--- src/rtl/mem_arbiter.sv ---
// Two-port line arbiter: an instruction-cache read port and a data-cache
// read/write port share one physical memory port, with tie alternation.
module mem_arbiter (
  input  logic         clk,
  input  logic         rst,

  input  logic         i_read,
  input  logic [31:0]  i_address,
  output logic [255:0] i_rdata,
  output logic         i_resp,

  input  logic         d_read,
  input  logic         d_write,
  input  logic [31:0]  d_address,
  input  logic [255:0] d_wdata,
  output logic [255:0] d_rdata,
  output logic         d_resp,

  output logic         pmem_read,
  output logic         pmem_write,
  output logic [31:0]  pmem_address,
  output logic [255:0] pmem_wdata,
  input  logic [255:0] pmem_rdata,
  input  logic         pmem_resp
);

  typedef enum logic [1:0] {
    IDLE    = 2'd0,
    GRANT_I = 2'd1,
    GRANT_D = 2'd2,
    DONE    = 2'd3
  } state_e;

  typedef enum logic {
    LAST_I = 1'b0,
    LAST_D = 1'b1
  } grant_e;

  state_e r_state;
  state_e w_next_state;
  grant_e r_last_grant;
  logic   w_req_i;
  logic   w_req_d;

  assign w_req_i = i_read;
  assign w_req_d = d_read | d_write;

  // NOTE: sequential state uses non-blocking assignments so every register
  // samples the pre-edge values, independent of statement order.
  always_ff @(posedge clk or negedge rst) begin
    if (!rst) begin
      r_state      <= IDLE;
      r_last_grant <= LAST_D;
    end else begin
      r_state <= w_next_state;
      if (pmem_resp && (r_state == GRANT_I)) begin
        r_last_grant <= LAST_I;
      end else if (pmem_resp && (r_state == GRANT_D)) begin
        r_last_grant <= LAST_D;
      end
    end
  end

  // NOTE: next state defaults to the current state before the case, so no
  // path through this block leaves it unassigned and no latch is inferred.
  always_comb begin
    w_next_state = r_state;
    unique case (r_state)
      IDLE: begin
        if (w_req_i && w_req_d) begin
          w_next_state = (r_last_grant == LAST_D) ? GRANT_I : GRANT_D;
        end else if (w_req_i) begin
          w_next_state = GRANT_I;
        end else if (w_req_d) begin
          w_next_state = GRANT_D;
        end
      end
      // A dropped request does not end a grant; only the memory can.
      GRANT_I: if (pmem_resp) w_next_state = DONE;
      GRANT_D: if (pmem_resp) w_next_state = DONE;
      DONE:    w_next_state = IDLE;
      default: w_next_state = IDLE;
    endcase
  end

  always_comb begin
    pmem_read    = 1'b0;
    pmem_write   = 1'b0;
    pmem_address = 32'd0;
    pmem_wdata   = 256'd0;
    i_resp       = 1'b0;
    d_resp       = 1'b0;
    unique case (r_state)
      GRANT_I: begin
        pmem_read    = 1'b1;
        pmem_address = i_address;
        i_resp       = pmem_resp;
      end
      GRANT_D: begin
        // Write wins when a client raises both strobes.
        pmem_write   = d_write;
        pmem_read    = d_read & ~d_write;
        pmem_address = d_address;
        pmem_wdata   = d_wdata;
        d_resp       = pmem_resp;
      end
      default: ;
    endcase
  end

  assign i_rdata = pmem_rdata;
  assign d_rdata = pmem_rdata;

endmodule

--- config.mk ---
export PLATFORM = sky130hd
export DESIGN_NAME = mem_arbiter
export DESIGN_NICKNAME = d
export VERILOG_FILES = /design/src/rtl/mem_arbiter.sv
export SDC_FILE = /design/constraint.sdc
export NUM_CORES = 1
export LEC_CHECK = 0
export ABC_AREA = 0
export ABC_CLOCK_PERIOD_IN_PS = 2760
export BUFFER_PORTS_ARGS = -buffer_cell sky130_fd_sc_hd__clkbuf_2
export CAP_MARGIN = 5
export CORE_AREA = 2 2 537 539
export DETAILED_ROUTE_END_ITERATION = 10
export DIE_AREA = 0 0 539 541
export GPL_TIMING_DRIVEN = 0
export MAX_ROUTING_LAYER = met4
export PLACE_DENSITY_LB_ADDON = 0.1
export SLEW_MARGIN = 10
export SYNTH_ARGS = -nofsm -noshare
export SYNTH_HDL_FRONTEND = slang
export SYNTH_SLANG_ARGS = --single-unit
--- constraint.sdc ---
create_clock -name clk -period 2.76 [get_ports clk]
set_clock_uncertainty 0.1 [all_clocks]
set_input_delay 0.414 -clock clk [delete_from_list [all_inputs] [get_ports clk]]
set_output_delay 0.414 -clock clk [all_outputs]
set_load 0.05 [all_outputs]
==> flow_summary.json <==
{
  "status": "complete, no violations",
  "clkPwrFrac_pct": 1.6,
  "reg2reg_from": "r_state[0]",
  "critical_path_cell_count": 7,
  "areaGrowthSynthToFinish_pct": 168,
  "global_route.overflow_total": 0,
  "grt_start_max_net_pins": 11,
  "clk_pin_slew_ps": 30,
  "max_cap_viol_count": 0,
  "p_per_area_nw_per_um2": 852,
  "worst_hold_startpoint": "r_last_grant",
  "setup.reg_to_reg.worst_slack_ps": 940,
  "netlist_top_cells_count": "513 x sky130_fd_sc_hd__buf_4, 259 x sky130_fd_sc_hd__and2_1, 35 x sky130_fd_sc_hd__nor2_1",
  "synth.net_count": 1486,
  "max_slew.worst_pin.slew_ps": 623,
  "netlist.area_leader.share_pct": 60.1,
  "crit_path_top_delay_cell": "sky130_fd_sc_hd__dfrtp_1",
  "setup_violating_endpoint_count_in_the_final_report": 0,
  "crit_buf_inv": 5,
  "vias_per_cell": 1.82,
  "row_count": 197,
  "drc": 0,
  "dieArea_um2": 292000,
  "floorplan.core_area_um2": 286000,
  "post-synth-top-area-cell": "sky130_fd_sc_hd__buf_4",
  "cell_internal_pwr_mw": 3.38,
  "clock_insertion_delay_worst_skew_ps": 230,
  "timing.critical_path.cells": "inv_1 > ha_1 > buf_6 > buf_8 > buf_6 > and2_1 > buf_4",
  "grt_first_pass_wirelength_um": 176000,
  "final_ws_setup_ps": 37.2,
  "path_max_fanout": 10,
  "power.leakage_nw": 8.55,
  "finalWirelength_um": 154000,
  "critPathKind": "flop to primary output",
  "wl_per_cell_um": 26.4,
  "drtIter0Drc": 379,
  "dominantRegCellSynth": "sky130_fd_sc_hd__dfrtp_1",
  "whs_path_depth": 2,
  "final_nets": 2621,
  "synth-async-reset-ratio_pct": 100,
  "synthDistinctLibCells": 20,
  "cts-root-buf": "sky130_fd_sc_hd__clkbuf_16",
  "cts_buffers": 3,
  "start_util_pct": 2.24,
  "cpPeakStageDelay_ps": 370,
  "hold-path-endpoint": "r_last_grant",
  "yosys_register_bits": 3,
  "die_height_um": 541,
  "path_delay_family": "buffers and inverters",
  "hold_path.class": "flop to flop",
  "worstSetupStartpointType": "flop",
  "antenna_left": 0,
  "synth_enable_flop_cells": 0,
  "max_freq_mhz": 367,
  "finalHoldViolations": 0,
  "fp.dieW_um": 539,
  "antenna_violations_before_repair": 116,
  "post_synth_inst_count": 899,
  "yosys_warnings": 0,
  "firstDrtPassIters": 5,
  "tritoncts": "done",
  "num-fill-cells": 34200,
  "combinationalPowerShare_pct": 97.8,
  "gr-usage-all-layers_pct": 10.3,
  "power.share.sequential_pct": 0.6,
  "grt_pass1_vias": 10700,
  "cts_htree_levels": 1,
  "irDropWorstVdd_mv": 0.395,
  "setup_slack_placement_ps": -345,
  "syn_area_um2": 6410,
  "synthTopCellsByArea": "sky130_fd_sc_hd__buf_4 60%, sky130_fd_sc_hd__and2_1 25%, sky130_fd_sc_hd__buf_6 4.0%",
  "layout_min_cycle_time_ps": 2720,
  "fin_crit_sh_pct": 98.7,
  "post_synth.cell_area_avg_um2": 7.13,
  "synth-seq-area-share_pct": 1.19,
  "dp_hpwl_um": 151000,
  "required_time_of_the_worst_setup_path_ps": 2250,
  "swShare_pct": 77.0,
  "worst_slew_margin_rel_pct": 58.6,
  "rr_endpoint": "r_state[1]",
  "number_of_buffers_inserted_to_repair_setup_after_cts": 0,
  "clock_path_buffers": 2,
  "placement.cell_area_um2": 16800,
  "worst_ep_arrival_time_ps": 2210,
  "num_io_pins": 1386,
  "clock_sinks": 3,
  "numPortBuffers": 1129,
  "gp_routability_congestion": 0.979,
  "fin_setup_tns_ps": 0,
  "most_common_cell_in_the_synthesized_netlist": "sky130_fd_sc_hd__buf_4",
  "crit_path_end_kind": "primary output",
  "drv_slew": 0,
  "switching_power_mw": 11.3,
  "r2r_cells": 5,
  "routed-via-count": 10600,
  "final_design_area_no_fill_um2": 17200,
  "layout-drive-gt1-share_pct": 83.7,
  "critPathMostFrequentCell": "sky130_fd_sc_hd__buf_6"
}
## how the worst max path moves through the flow
| stage | start | end | slack, ps |
|---|---|---|---|
| after global routing | r_state[0] | pmem_wdata[90] | -10 |
| after global placement | r_state[0] | pmem_address[28] | -360 |
| final | r_state[0] | pmem_wdata[90] | 40 |
| after detailed placement | r_state[0] | pmem_address[28] | -350 |
| after floorplan | r_state[1] | pmem_address[0] | 570 |
| after CTS | r_state[1] | pmem_address[11] | -160 |
## flip-flops by register name, summed over array words and instances (netlist names)
name / count
r_state: 2
r_last_grant: 1
## layout by cell type, fill, tap and decap left out, drive strengths merged, types with 2 or more instances in the layout
| master | count |
|---|---|
| nor2 | 36 |
| nand2b | 2 |
| ha | 5 |
| diode | 28 |
| a22oi | 32 |
| and2 | 259 |
| buf | 570 |
| clkbuf | 1114 |
| dfrtp | 2 |
| inv | 4 |
| o221ai | 2 |
## tightest hold or removal path, stage by stage, from the launching register on
cell,delay (ps)
sky130_fd_sc_hd__dfstp_2,360
sky130_fd_sc_hd__nor2_1,90
sky130_fd_sc_hd__nor2_1,40
## power groups by stage
stage	clock network, mW	registers, mW	logic (mW)
after floorplan	0	0.0870	8.88
after global placement	0	0.0942	14.6
after detailed placement	0	0.0931	14.5
after CTS	0.236	0.0938	14.7
after global routing	0.239	0.0981	15.2
final	0.233	0.0944	14.3
## cell families after synthesis
family                   after synthesis  share of synthesized area [%]
buffers and inverters                555                           65.4
multiplexers                           2                          0.390
adder cells (fa/ha/maj)                5                          0.976
flip-flops                             3                           1.19
AND/OR/NAND/NOR                      298                           27.7
AO/OA/AOI/OAI                         36                           4.35
## repair_timing
action                                  4_1_cts  5_1_grt
pin swaps                                     1        0
endpoints found under the hold margin         2        0
endpoints found under the setup margin      155       58
resized for setup                            72       58
hold buffers                                  1        0
## routing by layer
layer	track usage (%)	wire length, um	up-vias	share of wire [%]
met5	-	0	-	0
met1	12.7	68000	4755	44
met3	6.28	21900	194	14
li1	-	-	4547	-
met4	0.568	1760	0	1.1
met2	14.8	62500	1137	41
## per-stage QoR
step | util (%) | std cells | power [mW] | hold slack, ps
after global routing | 6.00 | 5835 | 15.5 | 423
after detailed placement | 5.86 | 5809 | 14.6 | 118
after global placement | 5.86 | 5809 | 14.7 | 117
after floorplan | - | 899 | 8.96 | 18.4
after CTS | 5.97 | 5814 | 15.1 | 405
final | 6.01 | 5842 | 14.7 | 405
## area by class of cell
cell class / count / area, um2 / share of cell area [%]
antenna: 28 / 70.1 / 0.407
buffer: 551 / 4210 / 24.5
clock buffer: 4 / 78.8 / 0.458
inverter: 4 / 15.0 / 0.0872
multi-input combinational: 341 / 2190 / 12.7
sequential: 3 / 76.3 / 0.443
tap: 3781 / 4730 / 27.5
timing repair buffer: 1130 / 5840 / 33.9
No activity file was read; power rests on OpenSTA's default activity.
